`src/rtl/alu_pkg.sv`:
```
// Shared definitions for the pipelined execute-stage ALU: op-code values,
// FSM state encoding and the default op-code width.
package alu_pkg;

    localparam int ALU_OP_W = 4;

    localparam logic [ALU_OP_W-1:0] ALU_OP_ADD  = 4'd0;
    localparam logic [ALU_OP_W-1:0] ALU_OP_SUB  = 4'd1;
    localparam logic [ALU_OP_W-1:0] ALU_OP_AND  = 4'd2;
    localparam logic [ALU_OP_W-1:0] ALU_OP_OR   = 4'd3;
    localparam logic [ALU_OP_W-1:0] ALU_OP_XOR  = 4'd4;
    localparam logic [ALU_OP_W-1:0] ALU_OP_SLL  = 4'd5;
    localparam logic [ALU_OP_W-1:0] ALU_OP_SRL  = 4'd6;
    localparam logic [ALU_OP_W-1:0] ALU_OP_SRA  = 4'd7;
    localparam logic [ALU_OP_W-1:0] ALU_OP_SLT  = 4'd8;
    localparam logic [ALU_OP_W-1:0] ALU_OP_SLTU = 4'd9;
    localparam logic [ALU_OP_W-1:0] ALU_OP_MUL  = 4'd10;

    // Controller states; MUL is only reachable when the multiplier is built.
    localparam logic [0:0] ST_IDLE = 1'b0;
    localparam logic [0:0] ST_MUL  = 1'b1;

endpackage

```
`src/rtl/alu_mul_iter.sv`:
```
// Iterative shift-add multiplier producing the low XLEN bits of a*b.
// Bit 0 of b is consumed on the start edge, then one further bit per cycle;
// done is raised in the cycle that consumes the last bit, with the final
// product presented combinationally on product in that same cycle.
module alu_mul_iter #(
    parameter int XLEN = 32
) (
    input  logic            clk,
    input  logic            rst,
    input  logic            start,
    input  logic [XLEN-1:0] a,
    input  logic [XLEN-1:0] b,
    output logic            done,
    output logic [XLEN-1:0] product
);

    localparam int CNT_W = $clog2(XLEN);
    localparam logic [CNT_W-1:0] CNT_LAST = CNT_W'(XLEN - 1);

    logic             busy;
    logic [CNT_W-1:0] count;
    logic [XLEN-1:0]  acc;
    logic [XLEN-1:0]  a_sh;
    logic [XLEN-1:0]  b_sh;
    logic [XLEN-1:0]  partial;

    assign partial = b_sh[0] ? a_sh : '0;
    assign product = acc + partial;
    assign done    = busy && (count == CNT_LAST);

    // Accumulate one shifted partial product per cycle until the last bit is consumed.
    always_ff @(posedge clk or posedge rst) begin
        if (rst) begin
            busy  <= 1'b0;
            count <= '0;
            acc   <= '0;
            a_sh  <= '0;
            b_sh  <= '0;
        end else if (start) begin
            busy  <= 1'b1;
            count <= CNT_W'(1);
            acc   <= b[0] ? a : '0;
            a_sh  <= a << 1;
            b_sh  <= b >> 1;
        end else if (busy) begin
            acc   <= product;
            a_sh  <= a_sh << 1;
            b_sh  <= b_sh >> 1;
            if (count == CNT_LAST) begin
                busy  <= 1'b0;
                count <= '0;
            end else begin
                count <= count + 1'b1;
            end
        end
    end

endmodule

```
`src/rtl/alu_pipe.sv`:
```
// Registered execute-stage ALU with valid/ready on both sides. Single-cycle
// ops present their result one cycle after accept, with full throughput.
// Optional feature macro: ALU_MUL_EN adds op 10 (MUL) through an iterative
// multiplier; without it op 10 is reported as illegal.
module alu_pipe
    import alu_pkg::*;
#(
    parameter int XLEN      = 32,
    parameter int REG_IDX_W = 5,
    parameter int OP_W      = ALU_OP_W
) (
    input  logic                 clk,
    input  logic                 rst,
    input  logic                 i_alu_valid,
    output logic                 o_alu_ready,
    input  logic [OP_W-1:0]      i_alu_op,
    input  logic [XLEN-1:0]      i_alu_rs1,
    input  logic [XLEN-1:0]      i_alu_rs2,
    input  logic [REG_IDX_W-1:0] i_alu_rd_idx,
    input  logic                 i_alu_rd_wen,
    output logic                 o_alu_valid,
    input  logic                 i_alu_out_ready,
    output logic [XLEN-1:0]      o_alu_wdat,
    output logic [REG_IDX_W-1:0] o_alu_rd_idx,
    output logic                 o_alu_rd_wen,
    output logic                 o_alu_illegal
);

    localparam int SHAMT_W = $clog2(XLEN);

    logic [XLEN-1:0]    alu_res;
    logic               op_legal;
    logic               op_is_mul;
    logic               fsm_idle;
    logic               accept;
    logic               rd_wen_eff;
    logic [SHAMT_W-1:0] shamt;

    assign shamt       = i_alu_rs2[SHAMT_W-1:0];
    assign o_alu_ready = fsm_idle && (!o_alu_valid || i_alu_out_ready);
    assign accept      = i_alu_valid && o_alu_ready;
    assign rd_wen_eff  = i_alu_rd_wen && (i_alu_rd_idx != '0);

    // Single-cycle datapath; anything not decoded here is flagged illegal.
    always_comb begin
        alu_res  = '0;
        op_legal = 1'b1;
        case (i_alu_op)
            ALU_OP_ADD:  alu_res = i_alu_rs1 + i_alu_rs2;
            ALU_OP_SUB:  alu_res = i_alu_rs1 - i_alu_rs2;
            ALU_OP_AND:  alu_res = i_alu_rs1 & i_alu_rs2;
            ALU_OP_OR:   alu_res = i_alu_rs1 | i_alu_rs2;
            ALU_OP_XOR:  alu_res = i_alu_rs1 ^ i_alu_rs2;
            ALU_OP_SLL:  alu_res = i_alu_rs1 << shamt;
            ALU_OP_SRL:  alu_res = i_alu_rs1 >> shamt;
            ALU_OP_SRA:  alu_res = $unsigned($signed(i_alu_rs1) >>> shamt);
            ALU_OP_SLT:  alu_res = {{(XLEN-1){1'b0}}, ($signed(i_alu_rs1) < $signed(i_alu_rs2))};
            ALU_OP_SLTU: alu_res = {{(XLEN-1){1'b0}}, (i_alu_rs1 < i_alu_rs2)};
`ifdef ALU_MUL_EN
            ALU_OP_MUL:  alu_res = '0;
`endif
            default:     op_legal = 1'b0;
        endcase
    end

`ifdef ALU_MUL_EN
    logic [0:0]           state;
    logic                 mul_start;
    logic                 mul_done;
    logic [XLEN-1:0]      mul_product;
    logic [REG_IDX_W-1:0] mul_rd_idx;
    logic                 mul_rd_wen;

    assign op_is_mul = (i_alu_op == ALU_OP_MUL);
    assign fsm_idle  = (state == ST_IDLE);
    assign mul_start = accept && op_is_mul;

    // Controller: sit in MUL from accept until the multiplier consumes its last bit.
    always_ff @(posedge clk or posedge rst) begin
        if (rst) begin
            state <= ST_IDLE;
        end else begin
            case (state)
                ST_IDLE: if (mul_start) state <= ST_MUL;
                ST_MUL:  if (mul_done)  state <= ST_IDLE;
                default: state <= ST_IDLE;
            endcase
        end
    end

    // Destination info for a multiply is captured at accept and replayed on completion.
    always_ff @(posedge clk or posedge rst) begin
        if (rst) begin
            mul_rd_idx <= '0;
            mul_rd_wen <= 1'b0;
        end else if (mul_start) begin
            mul_rd_idx <= i_alu_rd_idx;
            mul_rd_wen <= rd_wen_eff;
        end
    end

    alu_mul_iter #(
        .XLEN(XLEN)
    ) u_mul (
        .clk    (clk),
        .rst    (rst),
        .start  (mul_start),
        .a      (i_alu_rs1),
        .b      (i_alu_rs2),
        .done   (mul_done),
        .product(mul_product)
    );
`else
    assign op_is_mul = 1'b0;
    assign fsm_idle  = 1'b1;
`endif

    // Output register: load on accept or multiply completion, drop valid on transfer, else hold.
    always_ff @(posedge clk or posedge rst) begin
        if (rst) begin
            o_alu_valid   <= 1'b0;
            o_alu_wdat    <= '0;
            o_alu_rd_idx  <= '0;
            o_alu_rd_wen  <= 1'b0;
            o_alu_illegal <= 1'b0;
        end else if (accept && !op_is_mul) begin
            o_alu_valid   <= 1'b1;
            o_alu_wdat    <= op_legal ? alu_res : '0;
            o_alu_rd_idx  <= i_alu_rd_idx;
            o_alu_rd_wen  <= rd_wen_eff && op_legal;
            o_alu_illegal <= !op_legal;
`ifdef ALU_MUL_EN
        end else if (mul_start) begin
            o_alu_valid   <= 1'b0;
        end else if (mul_done) begin
            o_alu_valid   <= 1'b1;
            o_alu_wdat    <= mul_product;
            o_alu_rd_idx  <= mul_rd_idx;
            o_alu_rd_wen  <= mul_rd_wen;
            o_alu_illegal <= 1'b0;
`endif
        end else if (o_alu_valid && i_alu_out_ready) begin
            o_alu_valid   <= 1'b0;
        end
    end

endmodule

```
`config.mk`:
```
export PLATFORM = sky130hd
export DESIGN_NAME = alu_pipe
export DESIGN_NICKNAME = d
export VERILOG_FILES = /design/src/rtl/alu_pkg.sv /design/src/rtl/alu_mul_iter.sv /design/src/rtl/alu_pipe.sv
export SDC_FILE = /design/constraint.sdc
export NUM_CORES = 1
export LEC_CHECK = 0
export CAP_MARGIN = 20
export CORE_MARGIN = 2
export CORE_UTILIZATION = 43
export CTS_CLUSTER_DIAMETER = 120
export DETAILED_ROUTE_END_ITERATION = 6
export GPL_TIMING_DRIVEN = 1
export RECOVER_POWER = 100
export SLEW_MARGIN = 20
export SYNTH_ARGS = -nofsm -noshare
export SYNTH_HDL_FRONTEND = slang
export SYNTH_SLANG_ARGS = --single-unit
```
`constraint.sdc`:
```
create_clock -name clk -period 2.2 [get_ports clk]
set_clock_uncertainty 0.05 [all_clocks]
set_input_delay 0.55 -clock clk [delete_from_list [all_inputs] [get_ports clk]]
set_output_delay 0.55 -clock clk [all_outputs]
set_load 0.05 [all_outputs]
```
==> run metrics <==
layout cells sized above 1 52.8%; Post-synth EDFFs 0; Skew-Pair Late Insertion Delay 300 ps; gr ovfl total 0; CTS tree built; htree depth 2; Max Transition Viols Final 0; clk slew on worst S/H paths 60 ps; die footprint 24700 um2; Synth Cell Area 10100 um2; Chip Width 157 um; # fillers 1631; initial core utilization 43.3%; period utilization 136%; Total GRT Usage 44.9%; Layout area overhead 82.1%; Worst Setup Start Kind primary input; hold_buf cts 0; Pwr per Cell Area 373 nW/um2; drt pass-1 iters 6; Port Buffers 118; failing checks negative setup slack; Vias/cell 6.31; Final min period 2990 ps; clock sinks 40; final WL 58000 um; most frequent cells in the layout 503 x buf_4, 139 x nor2_1, 123 x nand2_1; pin slew with the least headroom to its limit 1070 ps; Die H 157 um; WL/cell 25.2 um; CTS root buf clkbuf_16; final setup margin -794 ps; pin count of the biggest net entering global routing 70; CP required 2320 ps; ys async rst share 100%; sequential-to-total area share from yosys stat 9.93%; Final #Nets 2164; Final Setup Violations 32; crit end category flip-flop; Post-DP HPWL 41900 um; Max-cap violations 0; Synth top area share 12.4%; total CTS buffers 5; Final ANT Viol Nets 0; most area-hungry cell type in the Yosys netlist ha_1; Slew Limit Headroom 28.6%; number of global-route vias before repair 13.9k; placed cell count 2201; Final Hold Viols 0; most common cell after layout, fill and taps aside buf_4; Routability Congestion 1.06; initial antenna violation count 2; CP arrival 3120 ps; dpl cell area 15200 um2; final std cells w/o fill 2305; prevailing post-synth register cell dfrtp_1; Final Core Density 78.9%; Longest Clk Path Bufs 2; FP Rows 56; top post-synthesis cells by area ha_1 12%, dfrtp_1 9.9%, mux4_2 9.4%; Worst VDD drop 0.000288 V; crit-path max FO 5; Vias 14.6k; RSZ-0062 raised after global routing yes; Synth cell types 75; Mapped Avg Cell Area 7.29 um2; DP Worst Slack -1670 ps; P_leak 8.09 nW; YS warnings 0; #FFs+latches synth 40; syn nets 1563; Setup Crit Path Kind in2reg; IO Pins 119; run status finished, violations left; design area 18400 um2; Post-route DRC 0; DR iter-0 viols 1917; Post-Synthesis Cells 1383; fmax 334 MHz; first-pass GRT wire length 83500 um; Core Region 23300 um2; Tightest Hold Check Type reg2reg
power breakdown:
part	switching [mW]	leakage, nW	internal (mW)
Clock	0.311	0.0808	0.534
Combinational	2.77	7.49	2.33
Sequential	0.0582	0.523	0.831
Total	3.14	8.09	3.70
layer usage:
| layer | GRT usage (%) | share of wire [%] | wire length [um] | vias to the layer above |
|---|---|---|---|---|
| met2 | 71.1 | 44 | 25600 | 1056 |
| met4 | 19.4 | 5.8 | 3350 | 2 |
| met5 | 0 | 0.022 | 13 | - |
| li1 | - | - | - | 6363 |
| met1 | 60.6 | 39 | 22600 | 6892 |
| met3 | 7.10 | 11 | 6480 | 239 |
area by class of cell:
cell class                      count  area [um2]  share of cell area (%)
Multi-Input combinational cell   1136       10400                    56.6
Clock buffer                        6         129                   0.702
Sequential cell                    40        1000                    5.45
Clock inverter                      2        35.0                   0.191
Inverter                           98         425                    2.32
Antenna cell                        1        2.50                  0.0136
Tap cell                          319         399                    2.17
Timing Repair Buffer              703        5980                    32.6
state kept, by name, indices dropped and copies added, names as in the netlist:
register and flops:
o_alu_wdat 32, o_alu_rd_idx 5, o_alu_rd_wen 1, o_alu_valid 1, o_alu_illegal 1
cell families after synthesis:
logic type | synth area share [%]
buf+inv | 7.95
compound gates | 31.9
simple gates | 19.4
mux | 17.0
flops | 9.93
fa+ha+maj | 12.8
xor+xnor | 1.04
critical path, stage by stage:
cell	delay, ps
buf_12	100
buf_6	140
buf_16	140
buf_6	130
mux2_2	340
mux4_2	520
a22oi_2	270
o21ai_1	100
mux2i_1	290
buf_4	210
o2111ai_1	110
a22o_1	210
cells in the mapped netlist, drive strengths merged, types with 10 or more instances:
library cell    n
a221oi         28
inv            97
o221ai         11
o21ai         101
a31oi          14
clkbuf         75
nand2b         13
o2111ai        12
buf            34
o21bai         14
mux2i          47
a21oi         114
o211ai         32
nand2         131
nor3           35
a211oi         28
nor4           11
ha            100
o22ai          13
a22o           13
and3           10
mux4           42
a21o           11
nor2          159
nand3          18
mux2           26
nor2b          10
dfrtp          40
o31ai          10
what timing repair did:
item	CTS	global route
gates cloned	4	1
pin swaps	118	130
endpoints found under the setup margin	32	33
buffers inserted	66	30
resized for setup	566	182
path summary, 6_finish.rpt:
kind                           startpoint               to  slack (ps)  cells after the start
setup / recovery             i_alu_rs2[0]   o_alu_wdat[10]        -790                     12
hold / removal             o_alu_wdat[19]   o_alu_wdat[19]         420                      2
setup reg to reg              o_alu_valid   o_alu_wdat[22]          50                     10
hold reg to reg            o_alu_wdat[19]   o_alu_wdat[19]         420                      2
max in group asynchronous             rst    o_alu_wdat[4]         410                      3
min in group asynchronous             rst  o_alu_rd_idx[4]        1020                      3
through the flow:
step	TNS, ps	hold WS [ps]	total power [mW]
after floorplan	-22380	605	3.01
after global placement	-43800	409	4.88
after detailed placement	-44160	419	4.91
after CTS	-18620	432	6.41
after global routing	-21330	444	7.12
final	-19810	415	6.84
Note: power is estimated with default switching activity, not from simulation.
